File: src/rtl/div_seq.sv
// Multi-cycle radix-2 restoring divider for DIV/DIVU.
// Result format is {remainder, quotient}.
// Outputs are registered. ready_o rises one edge after END is entered.
// ready_o and result_o fall on the edge that leaves END.
module div_seq #(
    parameter int unsigned DATA_W = 32,
    parameter int unsigned ITER   = 32
) (
    input  logic                  clk,
    input  logic                  Rst_n,
    input  logic                  signed_div_i,
    input  logic [DATA_W-1:0]     opdata1_i,
    input  logic [DATA_W-1:0]     opdata2_i,
    input  logic                  start_i,
    input  logic                  annul_i,
    output logic [2*DATA_W-1:0]   result_o,
    output logic                  ready_o,
    output logic                  busy_o
);

    localparam int unsigned CNT_W = (ITER > 1) ? $clog2(ITER) : 1;
    localparam int unsigned RES_W = 2 * DATA_W;

    localparam logic [1:0] ST_FREE   = 2'd0;
    localparam logic [1:0] ST_BYZERO = 2'd1;
    localparam logic [1:0] ST_ON     = 2'd2;
    localparam logic [1:0] ST_END    = 2'd3;

    localparam logic [CNT_W-1:0] CNT_LAST = CNT_W'(ITER - 1);

    logic [1:0]        state, state_n;
    logic [CNT_W-1:0]  cnt, cnt_n;
    logic [DATA_W-1:0] dvd, dvd_n;
    logic [DATA_W-1:0] dvs, dvs_n;
    logic [DATA_W-1:0] rem, rem_n;
    logic              neg_q, neg_q_n;
    logic              neg_r, neg_r_n;
    logic [RES_W-1:0]  res, res_n;
    logic [RES_W-1:0]  result_n;
    logic              ready_n;
    logic              busy_n;

    logic [DATA_W-1:0] abs1, abs2;
    logic [DATA_W:0]   trial, diff;
    logic              q_bit;
    logic [DATA_W-1:0] rem_step, dvd_step;
    logic [DATA_W-1:0] q_fix, r_fix;

    // Datapath: operand magnitudes, one restoring step, final sign fix-up.
    // dvd shifts the dividend out at the top and collects quotient bits at the bottom.
    always_comb begin
        abs1 = (signed_div_i && opdata1_i[DATA_W-1]) ? (~opdata1_i + DATA_W'(1)) : opdata1_i;
        abs2 = (signed_div_i && opdata2_i[DATA_W-1]) ? (~opdata2_i + DATA_W'(1)) : opdata2_i;
        trial    = {rem, dvd[DATA_W-1]};
        diff     = trial - {1'b0, dvs};
        q_bit    = ~diff[DATA_W];
        rem_step = q_bit ? diff[DATA_W-1:0] : trial[DATA_W-1:0];
        dvd_step = {dvd[DATA_W-2:0], q_bit};
        q_fix    = neg_q ? (~dvd_step + DATA_W'(1)) : dvd_step;
        r_fix    = neg_r ? (~rem_step + DATA_W'(1)) : rem_step;
    end

    // Next-state and next-output logic.
    always_comb begin
        state_n  = state;
        cnt_n    = cnt;
        dvd_n    = dvd;
        dvs_n    = dvs;
        rem_n    = rem;
        neg_q_n  = neg_q;
        neg_r_n  = neg_r;
        res_n    = res;
        result_n = '0;
        ready_n  = 1'b0;

        case (state)
            ST_FREE: begin
                if (start_i && !annul_i) begin
                    dvd_n   = abs1;
                    dvs_n   = abs2;
                    rem_n   = '0;
                    cnt_n   = '0;
                    neg_q_n = signed_div_i & (opdata1_i[DATA_W-1] ^ opdata2_i[DATA_W-1]);
                    neg_r_n = signed_div_i & opdata1_i[DATA_W-1];
                    state_n = (opdata2_i == '0) ? ST_BYZERO : ST_ON;
                end
            end
            ST_ON: begin
                if (annul_i) begin
                    state_n = ST_FREE;
                end else begin
                    dvd_n = dvd_step;
                    rem_n = rem_step;
                    cnt_n = cnt + CNT_W'(1);
                    if (cnt == CNT_LAST) begin
                        res_n   = {r_fix, q_fix};
                        state_n = ST_END;
                    end
                end
            end
            ST_BYZERO: begin
                if (annul_i) begin
                    state_n = ST_FREE;
                end else begin
                    res_n   = '0;
                    state_n = ST_END;
                end
            end
            ST_END: begin
                if (start_i) begin
                    ready_n  = 1'b1;
                    result_n = res;
                end else begin
                    state_n = ST_FREE;
                end
            end
            default: state_n = ST_FREE;
        endcase

        busy_n = (state_n == ST_ON) || (state_n == ST_BYZERO);
    end

    // State, datapath and output registers with synchronous active-low reset.
    always_ff @(posedge clk) begin
        if (!Rst_n) begin
            state    <= ST_FREE;
            cnt      <= '0;
            dvd      <= '0;
            dvs      <= '0;
            rem      <= '0;
            neg_q    <= 1'b0;
            neg_r    <= 1'b0;
            res      <= '0;
            result_o <= '0;
            ready_o  <= 1'b0;
            busy_o   <= 1'b0;
        end else begin
            state    <= state_n;
            cnt      <= cnt_n;
            dvd      <= dvd_n;
            dvs      <= dvs_n;
            rem      <= rem_n;
            neg_q    <= neg_q_n;
            neg_r    <= neg_r_n;
            res      <= res_n;
            result_o <= result_n;
            ready_o  <= ready_n;
            busy_o   <= busy_n;
        end
    end

endmodule

File: config.mk
export PLATFORM = sky130hd
export DESIGN_NAME = div_seq
export DESIGN_NICKNAME = d
export VERILOG_FILES = /design/src/rtl/div_seq.sv
export SDC_FILE = /design/constraint.sdc
export NUM_CORES = 1
export LEC_CHECK = 0
export ABC_AREA = 0
export CORE_UTILIZATION = 34
export CTS_CLUSTER_DIAMETER = 50
export CTS_CLUSTER_SIZE = 16
export DETAILED_ROUTE_END_ITERATION = 6
export PLACE_DENSITY = 0.53
export SLEW_MARGIN = 20
export SYNTH_ARGS = -nofsm -noshare
export SYNTH_HDL_FRONTEND = slang
export SYNTH_SLANG_ARGS = --single-unit
File: constraint.sdc
create_clock -name clk -period 4.8 [get_ports clk]
set_clock_uncertainty 0.2 [all_clocks]
set_input_delay 1.44 -clock clk [delete_from_list [all_inputs] [get_ports clk]]
set_output_delay 1.44 -clock clk [all_outputs]
set_load 0.03 [all_outputs]
==> results.md <==
- WL/cell: 16.52 um
- Initial core utilization: 0.3475
- Die ar.: 39560 sq um
- Slew @ Worst Pin: 1.026 ns
- Post-route minimum period: 4.533 ns
- Leak: 6.433 nW
- Num CTS Buffers: 35
- Ant diodes: 0
- Critical path required time: 4.99 ns
- Global-route wire length before repair: 58.84 mm
- Async SR Flop Fraction: 0
- Worst hold slack: 0.2468 ns
- Crit share post-route: 0.9443
- TNS Setup: 0 ns
- Worst path cell trace: inv_1 -> ha_1 -> fa_1 -> nand2b_1 -> a21oi_1 -> o21ai_1 -> a21oi_1 -> o2111a_1 -> o21a_1 -> nor2_4 -> inv_2 -> nor2_1 -> a21oi_1 -> ha_1 -> nand4b_1 -> o41ai_2 -> nand4_1 -> o21ai_0 -> xor2_1 -> o21ai_0
- Synth warn: 0
- Vias in the first global route: 10470
- Critical Path Start Type: flip-flop
- Internal power: 0.003947 W
- Crit path largest cell delay: 0.43 ns
- Pre-Repair DR Iteration Count: 5
- Clk Tree Root Cell: clkbuf_16
- Switch share: 0.2938
- Routed vias/inst: 5.076
- EDFF count, synth: 0
- Post-route non-filler standard cell count: 2258
- Max-cap violation count: 0
- Worst R2R End: res[62]$_SDFFE_PN0P_
- Seq pwr share: 0.369
- Initial antenna violation count: 0
- GRT Overall Usage: 0.1874
- PortBufs: 134
- Synthesis-to-finish area growth: 23.59%
- CP Capture Point: res[62]$_SDFFE_PN0P_
- Crit path top cell by count: a21oi_1
- Seq/Total Area, Yosys: 0.3569
- Clock power frac: 0.465
- Final Hold Vio Count: 0
- Pin count of the biggest net entering global routing: 66
- Register-to-Register Path Depth: 20
- Min-Delay Path Class: flip-flop to flip-flop
- Gpl congestion: 0.8639
- Clock Sinks: 235
- Status: finished clean
- Placed cells: 2194
- NumNets Final: 1828
- Main flop type after synthesis: dfxtp_1
- Critical path depth: 20
- CP endpoint kind: flip-flop
- CTS tree: yes
- Worst-path clk slew: 0.06 ns
- Core area: 37930 sq um
- Longest Clk Path Bufs: 3
- Post-cts resize count: 0
- Starting DRT DRC Count: 602
- Reg2reg start: dvd[31]$_SDFFE_PN0P_
- CP max stage cell: o41ai_2
- CP Max Fanout: 8
- Cell taking the most area after synthesis: dfxtp_1
- Syn Area/Cell: 8.208 sq um
- Die extent in y: 198.9 um
- Synth Instances: 1606
- Setup Buffers After CTS: 0
- Post-Syn Area: 13180 sq um
- Max Slew Vio Count: 0
- Top delay family on crit path: compound AO/OA/AOI/OAI gates
- # rows: 71
- Drt drc: 0
- Share of layout cells above drive strength 1: 0.07670
- Setup CP Type: flip-flop to flip-flop
- IO Count: 135
- Top cell type's share of synthesized area: 0.3569
- Hold-fix buffers at CTS: 0
- Horiz. Die Dim: 198.9 um
- Antenna viol nets, final: 0
- CP startpoint: dvd[31]$_SDFFE_PN0P_
- Slew headroom: 0.3161
- Register area: 4705 sq um
- Synth Net Count: 1714
- H-tree depth: 2
- Via count: 11460
- Dominant cells by area after synthesis: dfxtp_1 36%, xnor2_1 5.5%, nand2_1 5.3%
- Multi-input logic area: 7946 sq um
- Max Fclk: 220.6 MHz
- Routed wire length: 37.30 mm
- Final setup fails: 0
- Buf+Inv Stages, Crit Path: 2
- Peak supply drop: 159.4 uV
- Insertion delay to the later sink of the worst-skew pair: 0.52 ns
- Fillers: 3833
- Synth cell types: 74
- RSZ-0062 raised after global routing: yes
- Power per Cell Area: 343.0 nW/um^2
- R2R setup slack: 0.27 ns
- Gr ovfl total: 0
- CP arrival: 4.72 ns
- Switch Pwr: 0.001642 W
- FF+latch count, synth: 235
- Comb pwr share: 0.167
- DP HPWL: 28.14 mm
==> layer usage <==
layer	GRT usage	up-vias	wire length (um)
li1	-	5900	-
met1	0.3063	5213	20900
met2	0.2432	303	13770
met3	0.03306	45	2051
met4	0.04217	0	581
met5	0	-	0
==> power groups by stage <==
stage          logic (W)  clock network [W]  registers, W
2_1_floorplan   0.000643                  0       0.00208
3_3_place_gp    0.000921                  0       0.00210
3_5_place_dp    0.000925                  0       0.00210
4_1_cts         0.000929            0.00267       0.00206
5_1_grt          0.00103            0.00277       0.00207
6_report        0.000932            0.00260       0.00206
==> Yosys cell counts, types with 38 or more instances <==
| cell | number |
|---|---|
| xor2_1 | 55 |
| inv_1 | 52 |
| clkbuf_1 | 79 |
| nand2_1 | 187 |
| dfxtp_1 | 235 |
| ha_1 | 38 |
| nor2b_1 | 73 |
| a22oi_1 | 43 |
| o211a_1 | 38 |
| and2_1 | 94 |
| nor2_1 | 87 |
| xnor2_1 | 83 |
| a21oi_1 | 82 |
| o21ai_0 | 119 |
==> registers in the layout, indices dropped and copies added, names as in the netlist <==
name      flops
ready_o       1
neg_q         1
state         2
busy_o        1
rem          32
res          64
dvd          32
dvs          32
neg_r         1
cnt           5
result_o     64
==> cells by family (layout without fill, tap and decap cells) <==
group,after synthesis,in the layout,synth area share
AOI/OAI and AO/OA,438,438,0.2257
xor gates and xnor gates,138,138,0.09169
adders and majority gates,39,39,0.03759
buffers and inverters,144,285,0.04252
DFF,235,235,0.3569
muxes,24,24,0.01870
and+or+nand+nor,588,588,0.2269
==> area by class of cell <==
type,count,area share
tap,511,0.03924
timing repair buffer,168,0.09784
clock buffer,43,0.05875
multi-input combinational,1227,0.4877
inverter,53,0.01221
clock inverter,21,0.01544
sequential,235,0.2888
==> worst min-delay path by stage <==
stage                     slack [ns]                   end  cells after the start                 start
after global routing            0.26  res[38]$_SDFFE_PN0P_                      2  res[38]$_SDFFE_PN0P_
after global placement          0.23  res[29]$_SDFFE_PN0P_                      2  res[29]$_SDFFE_PN0P_
final                           0.25  res[38]$_SDFFE_PN0P_                      2  res[38]$_SDFFE_PN0P_
after floorplan                 0.22  res[50]$_SDFFE_PN0P_                      2  res[50]$_SDFFE_PN0P_
after detailed placement        0.24  res[38]$_SDFFE_PN0P_                      2  res[38]$_SDFFE_PN0P_
after CTS                       0.25  res[61]$_SDFFE_PN0P_                      2  res[61]$_SDFFE_PN0P_
==> worst register-to-register path: stages (launching register included) <==
cell and delay [ns]:
dfxtp_1 0.32, inv_1 0.04, ha_1 0.21, fa_1 0.40, nand2b_1 0.19, a21oi_1 0.25, o21ai_1 0.16, a21oi_1 0.20
o2111a_1 0.24, o21a_1 0.19, nor2_4 0.06, inv_2 0.15, nor2_1 0.06, a21oi_1 0.17, ha_1 0.21, nand4b_1 0.23
o41ai_2 0.43, nand4_1 0.22, o21ai_0 0.24, xor2_1 0.16, o21ai_0 0.08
==> placed cells by master (no fill, tap or decap), types with 12 or more instances in the layout <==
| cell | synthesis | layout |
|---|---|---|
| dfxtp_1 | 235 | 235 |
| nand2_1 | 187 | 187 |
| clkdlybuf4s50_1 | 0 | 133 |
| o21ai_0 | 119 | 119 |
| and2_1 | 94 | 94 |
| nor2_1 | 87 | 85 |
| xnor2_1 | 83 | 83 |
| a21oi_1 | 82 | 82 |
| nor2b_1 | 73 | 73 |
| xor2_1 | 55 | 55 |
| inv_1 | 52 | 52 |
| a22oi_1 | 43 | 43 |
| o211a_1 | 38 | 38 |
| ha_1 | 38 | 38 |
| clkbuf_16 | 0 | 36 |
| buf_4 | 0 | 35 |
| nor3_1 | 27 | 26 |
| o31ai_1 | 24 | 24 |
| a211oi_1 | 21 | 21 |
| mux2i_1 | 19 | 19 |
| or3_1 | 18 | 18 |
| nor4_1 | 17 | 17 |
| o21ai_1 | 16 | 16 |
| nand3_1 | 16 | 16 |
| a21o_1 | 13 | 13 |
| nand2b_1 | 13 | 12 |
| o211ai_1 | 12 | 12 |
==> metrics by stage <==
step	power [W]	setup slack, ns	utilization	area (sq um)
global route	0.005861	-0.02092	0.4295	16290
detailed placement	0.003026	0.2038	0.3975	15080
CTS	0.005657	0.2577	0.4294	16290
finish	0.005589	0.2672	0.4295	16290
global placement	0.003019	0.2603	0.3975	15080
floorplan	0.002722	0.2099	-	13180
(Power assumes the default switching activity.)
